### src/rtl/display_scan_7seg_pkg.sv
// Shared segment encodings for the 4-digit scanned 7-segment driver.
// All patterns are active-low, bit order g..a (bit 0 = segment a).
package seg7_pkg;

   localparam int NUM_DIGITS = 4;

   localparam logic [6:0] SEG_BLANK = 7'b1111111;
   localparam logic [6:0] SEG_DASH  = 7'b0111111;

   localparam logic [6:0] SEG_HEX_0 = 7'b1000000;
   localparam logic [6:0] SEG_HEX_1 = 7'b1111001;
   localparam logic [6:0] SEG_HEX_2 = 7'b0100100;
   localparam logic [6:0] SEG_HEX_3 = 7'b0110000;
   localparam logic [6:0] SEG_HEX_4 = 7'b0011001;
   localparam logic [6:0] SEG_HEX_5 = 7'b0010010;
   localparam logic [6:0] SEG_HEX_6 = 7'b0000010;
   localparam logic [6:0] SEG_HEX_7 = 7'b1111000;
   localparam logic [6:0] SEG_HEX_8 = 7'b0000000;
   localparam logic [6:0] SEG_HEX_9 = 7'b0010000;
   localparam logic [6:0] SEG_HEX_A = 7'b0001000;
   localparam logic [6:0] SEG_HEX_B = 7'b0000011;
   localparam logic [6:0] SEG_HEX_C = 7'b1000110;
   localparam logic [6:0] SEG_HEX_D = 7'b0100001;
   localparam logic [6:0] SEG_HEX_E = 7'b0000110;
   localparam logic [6:0] SEG_HEX_F = 7'b0001110;

endpackage

### src/rtl/display_scan_7seg_hex_to_7seg.sv
// Combinational hex nibble to active-low 7-segment pattern.
module hex_to_7seg
   import seg7_pkg::*;
(
   input  logic [3:0] i_hex,
   output logic [6:0] o_seg
);

   always_comb begin
      o_seg = SEG_BLANK;
      case (i_hex)
         4'h0: o_seg = SEG_HEX_0;
         4'h1: o_seg = SEG_HEX_1;
         4'h2: o_seg = SEG_HEX_2;
         4'h3: o_seg = SEG_HEX_3;
         4'h4: o_seg = SEG_HEX_4;
         4'h5: o_seg = SEG_HEX_5;
         4'h6: o_seg = SEG_HEX_6;
         4'h7: o_seg = SEG_HEX_7;
         4'h8: o_seg = SEG_HEX_8;
         4'h9: o_seg = SEG_HEX_9;
         4'hA: o_seg = SEG_HEX_A;
         4'hB: o_seg = SEG_HEX_B;
         4'hC: o_seg = SEG_HEX_C;
         4'hD: o_seg = SEG_HEX_D;
         4'hE: o_seg = SEG_HEX_E;
         4'hF: o_seg = SEG_HEX_F;
         default: o_seg = SEG_BLANK;
      endcase
   end

endmodule

### src/rtl/display_scan_7seg.sv
// Time-multiplexed 4-digit common-anode 7-segment driver with per-slot
// blanking and frame-aligned (tear-free) update of the displayed word.
module display_scan_7seg
   import seg7_pkg::*;
#(
   parameter int TICKS_PER_DIGIT = 50000,
   parameter int BLANK_TICKS     = 500
)(
   input  logic        i_clk,
   input  logic        i_rst_n,
   input  logic [15:0] i_data,
   input  logic        i_load,
   input  logic [3:0]  i_en,
   input  logic        i_sel7seg,
   output logic [3:0]  o_an,
   output logic [6:0]  o_seg,
   output logic        o_pending,
   output logic        o_frame_tick
);

   localparam int CW = $clog2(TICKS_PER_DIGIT);
   localparam logic [CW-1:0] TICK_LAST  = CW'(TICKS_PER_DIGIT - 1);
   localparam logic [CW-1:0] TICK_BLANK = CW'(BLANK_TICKS);

   logic [CW-1:0] r_tick;
   logic [1:0]    r_idx;
   logic [15:0]   r_staging;
   logic [15:0]   r_shadow;
   logic          r_pending;
   logic [3:0]    r_an;
   logic [6:0]    r_seg;
   logic          r_frame_tick;

   logic          w_wrap;
   logic          w_boundary;
   logic          w_blank;
   logic [3:0]    w_digit;
   logic [6:0]    w_hex_seg;
   logic [3:0]    w_an_nxt;
   logic [6:0]    w_seg_nxt;

   assign w_wrap     = (r_tick == TICK_LAST);
   assign w_boundary = w_wrap && (r_idx == 2'd3);
   assign w_blank    = (r_tick < TICK_BLANK);
   assign w_digit    = r_shadow[{r_idx, 2'b00} +: 4];

   hex_to_7seg u_hex_to_7seg (
      .i_hex (w_digit),
      .o_seg (w_hex_seg)
   );

   always_comb begin
      w_an_nxt  = 4'b1111;
      w_seg_nxt = SEG_BLANK;
      if (!w_blank) begin
         w_an_nxt = ~((4'b0001 << r_idx) & i_en);
         if (i_en[r_idx])
            w_seg_nxt = i_sel7seg ? w_hex_seg : SEG_DASH;
      end
   end

   always_ff @(posedge i_clk or negedge i_rst_n) begin
      if (!i_rst_n) begin
         r_tick       <= '0;
         r_idx        <= 2'd0;
         r_staging    <= 16'h0000;
         r_shadow     <= 16'h0000;
         r_pending    <= 1'b0;
         r_an         <= 4'b1111;
         r_seg        <= SEG_BLANK;
         r_frame_tick <= 1'b0;
      end else begin
         r_tick       <= w_wrap ? '0 : r_tick + 1'b1;
         if (w_wrap)
            r_idx <= r_idx + 2'd1;
         r_an         <= w_an_nxt;
         r_seg        <= w_seg_nxt;
         r_frame_tick <= w_boundary;
         // Transfer uses the pre-edge staging value; a same-cycle load re-arms pending.
         if (w_boundary && r_pending) begin
            r_shadow  <= r_staging;
            r_pending <= 1'b0;
         end
         if (i_load) begin
            r_staging <= i_data;
            r_pending <= 1'b1;
         end
      end
   end

   assign o_an         = r_an;
   assign o_seg        = r_seg;
   assign o_pending    = r_pending;
   assign o_frame_tick = r_frame_tick;

endmodule

### config.mk
export PLATFORM = sky130hd
export DESIGN_NAME = display_scan_7seg
export DESIGN_NICKNAME = d
export VERILOG_FILES = /design/src/rtl/display_scan_7seg_pkg.sv /design/src/rtl/display_scan_7seg_hex_to_7seg.sv /design/src/rtl/display_scan_7seg.sv
export SDC_FILE = /design/constraint.sdc
export NUM_CORES = 1
export LEC_CHECK = 0
export ABC_AREA = 1
export BUFFER_PORTS_ARGS = -buffer_cell sky130_fd_sc_hd__clkbuf_2
export CORE_MARGIN = 5
export CORE_UTILIZATION = 55
export CTS_CLUSTER_SIZE = 12
export DETAILED_ROUTE_END_ITERATION = 7
export PLACE_DENSITY = 0.87
export SYNTH_ARGS = -nofsm -noshare
export SYNTH_HDL_FRONTEND = slang
export SYNTH_HIERARCHICAL = 1
export SYNTH_SLANG_ARGS = --single-unit
export TNS_END_PERCENT = 30
### constraint.sdc
create_clock -name i_clk -period 2.79 [get_ports i_clk]
set_clock_uncertainty 0.15 [all_clocks]
set_input_delay 0.279 -clock i_clk [delete_from_list [all_inputs] [get_ports i_clk]]
set_output_delay 0.279 -clock i_clk [all_outputs]
set_load 0.01 [all_outputs]
**Yosys cells after proc, flatten, opt, wreduce, memory -nomap -nowiden**

Memory sizes are Yosys's and may differ from the RTL's.
Index checks and enable logic that the tools add are counted.

- Register bits: 63
- ROM bits: 112
- Input bits: 24
- Output and inout port bits: 13
- Word-level logic and storage cells: 31
- Memories: 1

Memories:

| memory | depth | width | rd ports | clocked after memory_dff | write ports | line | RTL |
|---|---|---|---|---|---|---|---|
| (name not given) | 16 | 7 | 1 | 0 | 0 | display_scan_7seg_hex_to_7seg.sv:11 | `case (i_hex)` |

- Add/sub/neg operators: 2
- $lt $le $gt $ge: 2
- Eq/ne operators: 2
- Shift operators: 2
- Mux-type cells: 9
- Bitwise gates (word level): 2
- Reductions and logical operators: 3

Operators with widths:

| operator | count |
|---|---|
| 7-bit 2-to-1 mux | 3 |
| 16-bit by 1-bit adder with 16-bit output, second input constant | 1 |
| 16-bit equality test, second input constant | 1 |
| 16-bit by 9-bit less-than comparator with 1-bit output, second input constant | 1 |
| 16-bit 2-to-1 mux | 1 |
| 16-bit by 5-bit variable part select with 4-bit output | 1 |
| 4-bit AND | 1 |
| 4-bit 2-to-1 mux | 1 |
| 4-bit NOT | 1 |
| 1-bit by 2-bit << shifter with 4-bit output, first input constant | 1 |
| 2-bit by 3-bit less-than comparator with 1-bit output, second input constant | 1 |
| 1-bit 2-to-1 mux | 3 |
| 2-bit by 1-bit adder with 2-bit output, second input constant | 1 |
| 1-bit binary-select mux with 2-bit select | 1 |
| 2-bit equality test, second input constant | 1 |
| 1-bit logical AND | 2 |
| 2-bit nonzero test | 1 |

**Longest topological paths before layout**

- Word-level depth: 5
- Gate-level depth with buffers: 13

**Hierarchy**

The synthesis kept the hierarchy.

Modules (own cells, without submodules):

| module | times used | cells each | area an instance (sq um) | seq. area each (sq um) |
|---|---|---|---|---|
| display_scan_7seg | 1 | 340 | 2976.6 | 1590.3 |
| hex_to_7seg | 1 | 49 | 274.0 | 0.0 |

**Least setup slack after synthesis**

OpenSTA, ideal clock, no wires.

- Path type: register to register
- Start point: register r_idx[0]
- End point: register r_seg[3] (netlist: o_seg[3])
- Library setup time: 0.085 ns
- Data arrival time: 1.993 ns
- Data required time: 2.555 ns
- Path slack: 0.562 ns
- Cell stages (with the launch flop): 13
- Buffers on the path: 2
- Cells stage by stage: dfrtp_1 buf_2 inv_1 buf_2 o21ai_0 o22ai_1 inv_1 ha_1 nand2_1 nand3_1 nand2_1 a21oi_1 nand3_1

- Longest elaborated chain between the ends: 5
- Elaborated cells between the ends (all ways): 7
- Classes of those cells: shift (1); mux (5); memory (1)

RTL lines:

| what | line | RTL |
|---|---|---|
| start: declaration | display_scan_7seg.sv:26 | `logic [1:0] r_idx;` |
| start signal: assignment | display_scan_7seg.sv:75 | `r_idx <= r_idx + 2'd1;` |
| 16-bit by 5-bit variable part select with 4-bit output | display_scan_7seg.sv:45 | `assign w_digit = r_shadow[{r_idx, 2'b00} +: 4];` |
| net w_digit[1] | display_scan_7seg.sv:37 | `logic [3:0] w_digit;` |
| memory 16 x 7 bit | -- |  |
| net w_hex_seg[3] | display_scan_7seg.sv:38 | `logic [6:0] w_hex_seg;` |
| 7-bit 2-to-1 mux | display_scan_7seg.sv:58 | `w_seg_nxt = i_sel7seg ? w_hex_seg : SEG_DASH;` |
| 7-bit 2-to-1 mux | display_scan_7seg.sv:57 | `if (i_en[r_idx])` |
| 7-bit 2-to-1 mux | display_scan_7seg.sv:55 | `if (!w_blank) begin` |
| net w_seg_nxt[3] | display_scan_7seg.sv:40 | `logic [6:0] w_seg_nxt;` |
| end signal: assignment | display_scan_7seg.sv:77 | `r_seg <= w_seg_nxt;` |
| end: declaration | display_scan_7seg.sv:31 | `logic [6:0] r_seg;` |

The timed path passes the listed nets, and every way through them passes these cells. The select of a mux whose other input is x is not followed.
A chain may end at the register's enable or synchronous reset.

**Worst setup path after layout**

Same ends and word-level chain as after synthesis.

==> impl_results.md <==
- Warnings from Yosys: 6
- WP buf/inv: 2
- Non-Filler Instances: 528
- I/O pins: 37
- Cts bufs inserted: 9
- Final wirelength: roughly 7000 um
- CP max stage cell: dfrtp_1
- Worst-path cell chain: inv_1 -> o21ai_0 -> o22ai_1 -> inv_1 -> ha_1 -> nand2_1 -> nand3_1 -> nand2_1 -> a21oi_1 -> nand3_1
- Floorplan core area: between 0.005 and 0.006 mm2
- Clk sinks: 63
- Combinational share of power: 0.046
- RSZ-0062 raised after global routing: false
- Leakage: 0.00200 uW
- Htree depth: 3
- Yosys top cell area share: 0.400
- Cell variety after synth: 31
- Via count of the routed design: 2750
- Max Fclk: 0.398 GHz
- Area contributors post-synth: dfrtp_1 (40%), nand2_1 (15%), dfstp_2 (8.9%)
- Post-Syn Instances: approximately 390
- Filler Cell Count: 476
- Final Max Slew Viols: 0
- Max clock buf depth: 2
- Area delta synth->final: 19.7%
- Ys flop type: dfrtp_1
- Share of layout cells above drive strength 1: 0.183
- 1st-iter DRT viols: approximately 140
- Wire per inst: ~13 um
- Switching Fraction: 0.213
- Gpl congestion: 0.845
- ANT cells: 0
- Arrival time worst endpoint: around 2600 ps
- Clk_lat worst skew: ~350 ps
- Register clock-pin slew on the reported worst setup and hold paths: about 70 ps
- Synthesized area per cell: between 8 and 9 um2
- Drt pass-1 iters: 5
- Final instance area: 0.00389 mm2
- Placed Area: 0.00344 mm2
- Final period utilization: 0.900
- First-pass GRT wire length: about 13000 um
- Count of final setup violators: 0
- Asr flop ratio synth: 1.00
- Cell row count: 28
- Hold-fix buffers, CTS: 21
- Tmin final: between 2000 and 3000 ps
- Resize count post-CTS: 0
- Psw: between 400 and 500 uW
- Synth Area in XOR/XNOR: 0.0269
- Synthesized flop and latch total: 63
- CTS tree: yes
- Initial Util: 0.559
- DP Cell Count: between 400 and 500
- DP HPWL: between 4000 and 5000 um
- Simple-gate share of the synthesized area: 0.313
- Worst EP required: roughly 2900 ps
- Clock share of power: 0.486
- DRC: 0
- Outcome: finished, final reports clean
- Cell family with most CP delay: compound AO/OA/AOI/OAI gates
- Sequential share of the synthesized area: 0.489
- Max_slew headroom: 0.476
- Peak supply drop: ~0.00037 V
- Vias in the first global route: 2766
- Worst Tran Pin Value: around 790 ps
- Synthesized area: roughly 0.0033 mm2
- Yosys top cell by area: dfrtp_1
- Port Buffers: 36
- Chip width: about 87 um
- Mux contribution to synthesized area: 0
- Reg power frac: 0.468
- Synth Area in Compound Gates: 0.0531
- Mapped Nets: approximately 430
- Crit path largest cell delay: between 500 and 600 ps
- Pwr per Cell Area: a little over 500 mW/mm2
- Largest net degree at the start of global routing: 33
- Post-Synth Adder-Cell Area: 0.0462
- Startpoint type of the worst setup path: flop
- Vias per cell: 5.21
- Initial antenna violation count: 0
- Internal Power: approximately 1600 uW
- Die Y: slightly below 90 um
- Detail Route Antenna Nets: 0
- Hold Fails Final Rpt: 0
- Hold Crit Class: primary input to flop
- Die area: roughly 0.0075 mm2
- Root Driver: clkbuf_8
- Crit Path Max Fanout: 14
- Number of enable flip-flop cells after synthesis: 0
- GRT Util Overall: 0.215
- Total grt overflow: 0
- Setup TNS: 0 ps
- Number of max-cap violations: 0
- Post-CTS setup buffer count: 0
- Nets: 484
- Crit Path Class: flop to flop
- Largest family of logic cells by synthesized area: simple AND/OR/NAND/NOR gates
- Nature of the critical path endpoint: flop
==> metrics by stage <==
step | power [uW] | util | hold WS, ps | setup slack [ps]
floorplan | 988 | - | -167 | 562
global placement | 1030 | 0.591 | 236 | 476
detailed placement | 1030 | 0.591 | 247 | 361
CTS | 2040 | 0.669 | 17.4 | 328
global route | 2100 | 0.669 | 37.7 | 13.9
finish | 2020 | 0.669 | 42.2 | 278
==> layout make-up <==
type / instances / area [um2] / area share
inverter: 27 / 101 / 0.0260
tap: 75 / 93.8 / 0.0241
multi-input combinational: 284 / 1430 / 0.366
clock inverter: 6 / 108 / 0.0276
sequential: 63 / 1590 / 0.409
timing repair buffer: 63 / 435 / 0.112
clock buffer: 10 / 138 / 0.0354
==> synth_stat cells, types with 2 or more instances <==
cell,instances
inv_2,3
nor2_1,40
xor2_1,10
nand2_2,2
o22ai_1,4
o21ai_0,12
nor2_2,2
o211ai_1,2
dfstp_2,11
nor2_4,3
o21ai_1,3
nand4_1,20
nand3_2,2
buf_6,5
buf_2,4
nand3_1,26
inv_1,23
clkbuf_1,2
ha_1,12
clkbuf_8,3
dfrtp_1,52
a21oi_1,7
nand2_1,133
==> state kept, by name (all words and copies together), names as in the netlist <==
signal	flops
o_seg	7
r_tick	16
r_staging	16
r_shadow	16
o_frame_tick	1
o_pending	1
r_idx	2
o_an	4
==> cell usage in the layout (no fill, tap or decap) <==
cell / synthesis / final
nor2_1: 40 / 40
inv_2: 3 / 3
dfstp_2: 11 / 11
o21ai_0: 12 / 12
o21ai_1: 3 / 3
nand2_2: 2 / 2
nand4_4: 1 / 1
o21ai_2: 1 / 1
clkbuf_8: 3 / 10
nor2_4: 3 / 3
clkinv_2: 0 / 2
dfrtp_1: 52 / 52
o21bai_1: 1 / 1
nand3_2: 2 / 2
inv_1: 23 / 23
nor2_2: 2 / 2
clkbuf_2: 0 / 36
clkinv_1: 1 / 1
o22ai_1: 4 / 4
and3_1: 1 / 1
nand2_1: 133 / 133
clkinvlp_4: 0 / 1
o211ai_1: 2 / 2
nand3_1: 26 / 26
dlygate4sd3_1: 0 / 21
nand4_1: 20 / 20
a31oi_1: 1 / 1
nor3_1: 1 / 1
a21oi_1: 7 / 7
bufinv_16: 0 / 3
buf_4: 1 / 6
xor2_1: 10 / 10
ha_1: 12 / 12
==> worst paths after layout <==
kind | slack, ps | endpoint | cells after the start | from
min in group asynchronous | 390 | r_staging[3] | 2 | i_rst_n
worst min register to register | 330 | r_staging[15] | 2 | r_staging[15]
max in group asynchronous | 1300 | o_seg[4] | 3 | i_rst_n
worst max register to register | 280 | o_seg[3] | 10 | r_idx[0]
worst max-delay path | 280 | o_seg[3] | 10 | r_idx[0]
worst min-delay path | 40 | o_seg[2] | 2 | i_sel7seg
==> logic make-up after synthesis <==
group | Yosys count
xor gates and xnor gates | 10
buffers and inverters | 42
adders and majority gates | 12
AOI/OAI and AO/OA | 31
and+or+nand+nor | 231
DFF | 63
==> power by group through the flow <==
stage	combinational [uW]	clock, uW	sequential [uW]
2_1_floorplan	28.4	0	959
3_3_place_gp	67.2	0	961
3_5_place_dp	69.9	0	962
4_1_cts	93.6	1000	946
5_1_grt	108	1040	947
6_report	93.8	983	946
==> per-layer routing <==
| metal | track usage | routed length, um | part of all wire |
|---|---|---|---|
| met4 | 0.0850 | 143 | 0.020 |
| met3 | 0.0691 | 443 | 0.062 |
| met2 | 0.358 | 3460 | 0.49 |
| met1 | 0.257 | 3070 | 0.43 |
| met5 | 0 | 0 | 0 |
Note: power is estimated with default switching activity, not from simulation.
